$ cat config.mk
export PLATFORM = sky130hd
export DESIGN_NAME = peak_dpu_de_buf
export DESIGN_NICKNAME = d
export VERILOG_FILES = /design/src/rtl/peak_dpu_de_buf.sv
export SDC_FILE = /design/constraint.sdc
export NUM_CORES = 1
export LEC_CHECK = 0
export ABC_AREA = 1
export CORE_ASPECT_RATIO = 0.9
export CORE_UTILIZATION = 40
export CTS_BUF_LIST = sky130_fd_sc_hd__clkbuf_8
export CTS_CLUSTER_DIAMETER = 30
export CTS_CLUSTER_SIZE = 25
export DETAILED_ROUTE_END_ITERATION = 7
export DONT_BUFFER_PORTS = 1
export GPL_ROUTABILITY_DRIVEN = 0
export GPL_TIMING_DRIVEN = 1
export PLACE_DENSITY = 0.53
export SLEW_MARGIN = 20
export SYNTH_ARGS = -nofsm -noshare
export SYNTH_HDL_FRONTEND = slang
export SYNTH_SLANG_ARGS = --single-unit
$ cat constraint.sdc
create_clock -name clk -period 7.7 [get_ports clk]
set_clock_uncertainty 0.05 [all_clocks]
set_input_delay 0.77 -clock clk [delete_from_list [all_inputs] [get_ports clk]]
set_output_delay 0.77 -clock clk [all_outputs]
set_load 0.01 [all_outputs]
$ cat src/rtl/peak_dpu_de_buf.sv
// Two-wide decoded-instruction buffer between the slot decoders and issue.
// Registered, back-pressured, in-order; serialising entries issue alone in slot 0.
module peak_dpu_de_buf #(
  parameter int unsigned DEPTH = 4,
  parameter int unsigned PW    = 64,
  localparam int unsigned CW   = $clog2(DEPTH) + 1
) (
  input  logic          clk,
  input  logic          rst_n,
  input  logic          flush,
  input  logic [1:0]    in_vld,
  input  logic [PW-1:0] in_payload0,
  input  logic [PW-1:0] in_payload1,
  input  logic [1:0]    in_serial,
  output logic          in_rdy,
  output logic [1:0]    out_vld,
  output logic [PW-1:0] out_payload0,
  output logic [PW-1:0] out_payload1,
  output logic [1:0]    out_serial,
  input  logic [1:0]    out_take,
  output logic [CW-1:0] count
);

  localparam int unsigned IW = CW - 1;

  // Entry layout: {serial, payload}
  typedef logic [PW:0] entry_t;

  entry_t          mem_q [DEPTH];
  entry_t          mem_d [DEPTH];
  logic [CW-1:0]   wr_ptr_q, wr_ptr_d;
  logic [CW-1:0]   rd_ptr_q, rd_ptr_d;

  logic [IW-1:0]   wr_idx0, wr_idx1;
  logic [IW-1:0]   rd_idx0, rd_idx1;
  entry_t          head_e, next_e;
  logic            space_ok;
  logic            push0, push1;
  logic [1:0]      take;
  logic            pop0, pop1;
  logic [CW-1:0]   n_in, n_out;

  assign count   = wr_ptr_q - rd_ptr_q;

  assign wr_idx0 = wr_ptr_q[IW-1:0];
  assign wr_idx1 = wr_idx0 + IW'(1);
  assign rd_idx0 = rd_ptr_q[IW-1:0];
  assign rd_idx1 = rd_idx0 + IW'(1);

  assign head_e  = mem_q[rd_idx0];
  assign next_e  = mem_q[rd_idx1];

  // Uses registered count only; a same-cycle pop never opens room for a push.
  assign space_ok = (count <= CW'(DEPTH - 2));
  assign in_rdy   = rst_n & ~flush & space_ok;

  always_comb begin
    out_vld      = 2'b00;
    out_payload0 = '0;
    out_payload1 = '0;
    out_serial   = 2'b00;
    out_vld[0]   = (count != '0);
    out_vld[1]   = (count >= CW'(2)) & ~head_e[PW] & ~next_e[PW];
    if (out_vld[0]) begin
      out_payload0  = head_e[PW-1:0];
      out_serial[0] = head_e[PW];
    end
    if (out_vld[1]) begin
      out_payload1  = next_e[PW-1:0];
      out_serial[1] = next_e[PW];
    end
  end

  // in_vld = 2'b10 pushes nothing; out_take = 2'b10 pops nothing.
  assign push0 = in_rdy & in_vld[0];
  assign push1 = in_rdy & (in_vld == 2'b11);
  assign take  = out_take & out_vld;
  assign pop0  = take[0];
  assign pop1  = (take == 2'b11);

  assign n_in  = CW'(push0) + CW'(push1);
  assign n_out = CW'(pop0) + CW'(pop1);

  always_comb begin
    mem_d = mem_q;
    if (push0) begin
      mem_d[wr_idx0] = {in_serial[0], in_payload0};
    end
    if (push1) begin
      mem_d[wr_idx1] = {in_serial[1], in_payload1};
    end
  end

  always_comb begin
    wr_ptr_d = wr_ptr_q + n_in;
    rd_ptr_d = rd_ptr_q + n_out;
    if (flush) begin
      wr_ptr_d = '0;
      rd_ptr_d = '0;
    end
  end

  always_ff @(posedge clk) begin
    if (!rst_n) begin
      wr_ptr_q <= '0;
      rd_ptr_q <= '0;
    end else begin
      wr_ptr_q <= wr_ptr_d;
      rd_ptr_q <= rd_ptr_d;
    end
  end

  // Storage carries no reset; validity comes from the pointers alone.
  always_ff @(posedge clk) begin
    mem_q <= mem_d;
  end

  always_ff @(posedge clk) begin
    if (rst_n) begin
      assert (count <= CW'(DEPTH));
      assert (in_vld != 2'b10);
      assert (out_take != 2'b10);
      assert (!((push0 | push1) && !in_rdy));
    end
  end

endmodule
==> qor.csv <==
stage;metric;value;unit
outcome;status;finished, final reports clean;
critical_path;worstPathCellList;ha_1 -> fa_1 -> nor2_1 -> nor2_4 -> nand3_2 -> nor2_4 -> buf_4 -> buf_4 -> fa_1 -> inv_1 -> nor2_1;
power_and_ir_drop;power_frac_seq;0.367;
floorplan;dieArea;42990;sq um
floorplan;initial_core_util;0.4106;
timing;worst_pin_slew;1167;ps
job;drv_cap;0;
clock_tree;cts-resized-gates;0;
clock_tree;clock_latency;620;ps
power_and_ir_drop;internal-power;3.417;mW
critical_path;end_kind;flop;
synth;yosys_warnings;0;
worst_hold_path;min-delay-start;in_payload1[16];
grt;grt_overflow;0;
floorplan;coreArea;41080;sq um
power_and_ir_drop;swShare;0.2971;
final_layout;fin_cells;3324;
power_and_ir_drop;power;4.861;mW
synth;yosys-top-cells-count;nand2_1, nand3_1, inv_1, dfxtp_1, o21ai_0;
power_and_ir_drop;clkPwrFrac;0.471;
critical_path;worstReg2RegEnd;wr_ptr_q[0];
grt;grt_pass1_wl;105400;microns
synth;synthTopCellsByArea;dfxtp_1, nand2_1, nand3_1;
final_layout;drive_gt1_frac;0.06358;
synth;synth_cells;2847;
grt;grt_max_degree;101;
power_and_ir_drop;p_sw;1.444;mW
synth;yosysMostFrequentCell;nand2_1;
critical_path;rrSetupSlack;2780;ps
timing;slew_headroom;0.2222;
critical_path;reg2reg_from;rd_ptr_q[0];
drt;dr.pass1.iters;8;
synth;avgSynthCellArea;5.924;sq um
power_and_ir_drop;vdd_drop_max;0.1250;mV
timing;maxSlewViolCount;0;
critical_path;arrival;5370;ps
final_layout;fin_nets;2866;
timing;rsz0062_at_grt;no;
drt;num_vias;18811;
synth;syn-num-nets;2990;
drt;wirelength;69260;microns
final_layout;syn_to_final_growth;10.47;%
floorplan;fp-row-count;70;
timing;finalWorstSetupSlack;2778;ps
clock_tree;ctsHoldBuffers;0;
clock_tree;cts_max_level;3;
timing;finalSetupViolations;0;
synth;synth_top_area_cell;dfxtp_1;
floorplan;fp.dieH;196.8;microns
critical_path;crit_start;rd_ptr_q[0];
final_layout;fin_area;18630;sq um
drt;vias_per_cell;5.659;
grt;grt_usage;0.3167;
drt;wl_per_cell;20.84;microns
critical_path;cp-start-kind;flop;
placement;place_ws;2880;ps
clock_tree;cts-root-buf;clkbuf_8;
worst_hold_path;hold_path_class;in2reg;
drt;ant_nets;0;
critical_path;required;8150;ps
power_and_ir_drop;combPwrFrac;0.162;
timing;fmax;203.2;MHz
clock_tree;cts-buffers-inserted;77;
critical_path;crit_fanout;96;
floorplan;ios;273;
synth;synth_edf_count;0;
synth;async_flop_share;0;
power_and_ir_drop;power.leakage;9.903;nW
grt;antenna_found_initial;1;
critical_path;critical-path-max-stage-delay;1000;ps
critical_path;cp_slowest_cell;dfxtp_4;
placement;dpl_cell_area;16830;sq um
timing;tns;0;ps
synth;synth_cell_type_count;25;
placement;dp.cells;3184;
timing;fin_crit;4922;ps
synth;yosysSeqAreaShare;0.3158;
clock_tree;clockBufferDepth;3;
synth;netlist_area;16860;sq um
critical_path;crit_path_end;wr_ptr_q[0];
clock_tree;cts_tree;done;
timing;hold_ws;210.5;ps
clock_tree;cts.clk_slew.worst_paths;60;ps
final_layout;fin_util;0.4535;
placement;dpl.hpwl;37130;microns
floorplan;dieWidth;218.4;microns
critical_path;path_class;reg2reg;
power_and_ir_drop;p_per_area;260.9;nW/um^2
drt;route.detailed.drc;0;
synth;yosys.area.top_type_share;0.3158;
grt;grt_pass1_vias;17750;
timing;finalHoldViolations;0;
final_layout;diodes;0;
synth;synth-seq-cells;266;
drt;drt_iter0_drc;1700;
placement;io_buffers;0;
clock_tree;clkSinkCount;266;
timing;fin_crit_sh;0.6392;
critical_path;rr_worst_depth;11;
clock_tree;cts_setup_buffers;0;
synth;ys.flop_type;dfxtp_1;
[worst min-delay path by stage]
stage                  endpoint  slack (ps)  cells past startpoint
global placement     mem_q[129]         500                      4
floorplan           rd_ptr_q[2]         450                      2
finish                mem_q[16]         210                      2
CTS                   mem_q[49]         160                      2
detailed placement  rd_ptr_q[2]         490                      2
global route         mem_q[106]         180                      2
[kinds of logic after synthesis]
group	count (synthesis)	synth area share
adders and majority gates	6	0.005787
other	1	0.0002224
DFF	266	0.3158
xor gates and xnor gates	2	0.001039
buffers and inverters	647	0.1540
and+or+nand+nor	1534	0.3882
AOI/OAI and AO/OA	391	0.1350
[power groups by stage]
| stage | Sequential [mW] | Clock [mW] | Combinational [mW] |
|---|---|---|---|
| 2_1_floorplan | 1.76 | 0 | 0.628 |
| 3_3_place_gp | 1.79 | 0 | 0.761 |
| 3_5_place_dp | 1.80 | 0 | 0.775 |
| 4_1_cts | 1.78 | 2.32 | 0.783 |
| 5_1_grt | 1.81 | 2.39 | 0.902 |
| 6_report | 1.78 | 2.29 | 0.787 |
[layout make-up]
type / count / area, sq um
clock buffers: 93 / 1280
clock inverters: 47 / 523.0
fillers: 4383 / 22450
inverters: 414 / 1556
multi-input cells: 1934 / 9037
flip-flops and latches: 266 / 5333
well taps: 540 / 675.6
repair buffers: 30 / 225.2
[critical path: cells and delay by family, from the launching register on]
family                     cells  cell delay [ps]
buffers and inverters          3             1810
adders and majority gates      3             1160
DFF                            1             1000
and+or+nand+nor                5              600
[state kept, by name, indices dropped and copies added (netlist names)]
signal    count
mem_q       260
wr_ptr_q      3
rd_ptr_q      3
[placed cells by master (no fill, tap or decap)]
cell type	instances
fa_1	3
o221ai_1	64
ha_1	3
nand3_1	588
nand3_2	1
inv_2	6
dfxtp_4	2
nand2_4	2
bufinv_16	12
nor3_1	1
nand3_4	5
nor2_4	5
dfxtp_1	264
clkinvlp_4	3
a21oi_1	130
clkbuf_8	93
conb_1	1
nand2_2	1
nand2_1	854
clkinv_2	16
nand4_1	5
xnor2_1	2
nand3b_1	1
o22ai_1	64
inv_4	1
nor2_1	71
inv_1	423
buf_4	30
o21ai_0	133
[layer usage]
layer  share of wire  wire [microns]  track usage
met3           0.086            5941      0.06404
met4           0.032            2195       0.1230
met2            0.45           31320       0.5028
met1            0.43           29790       0.4192
met5         0.00019              13            0
(Power assumes the default switching activity.)
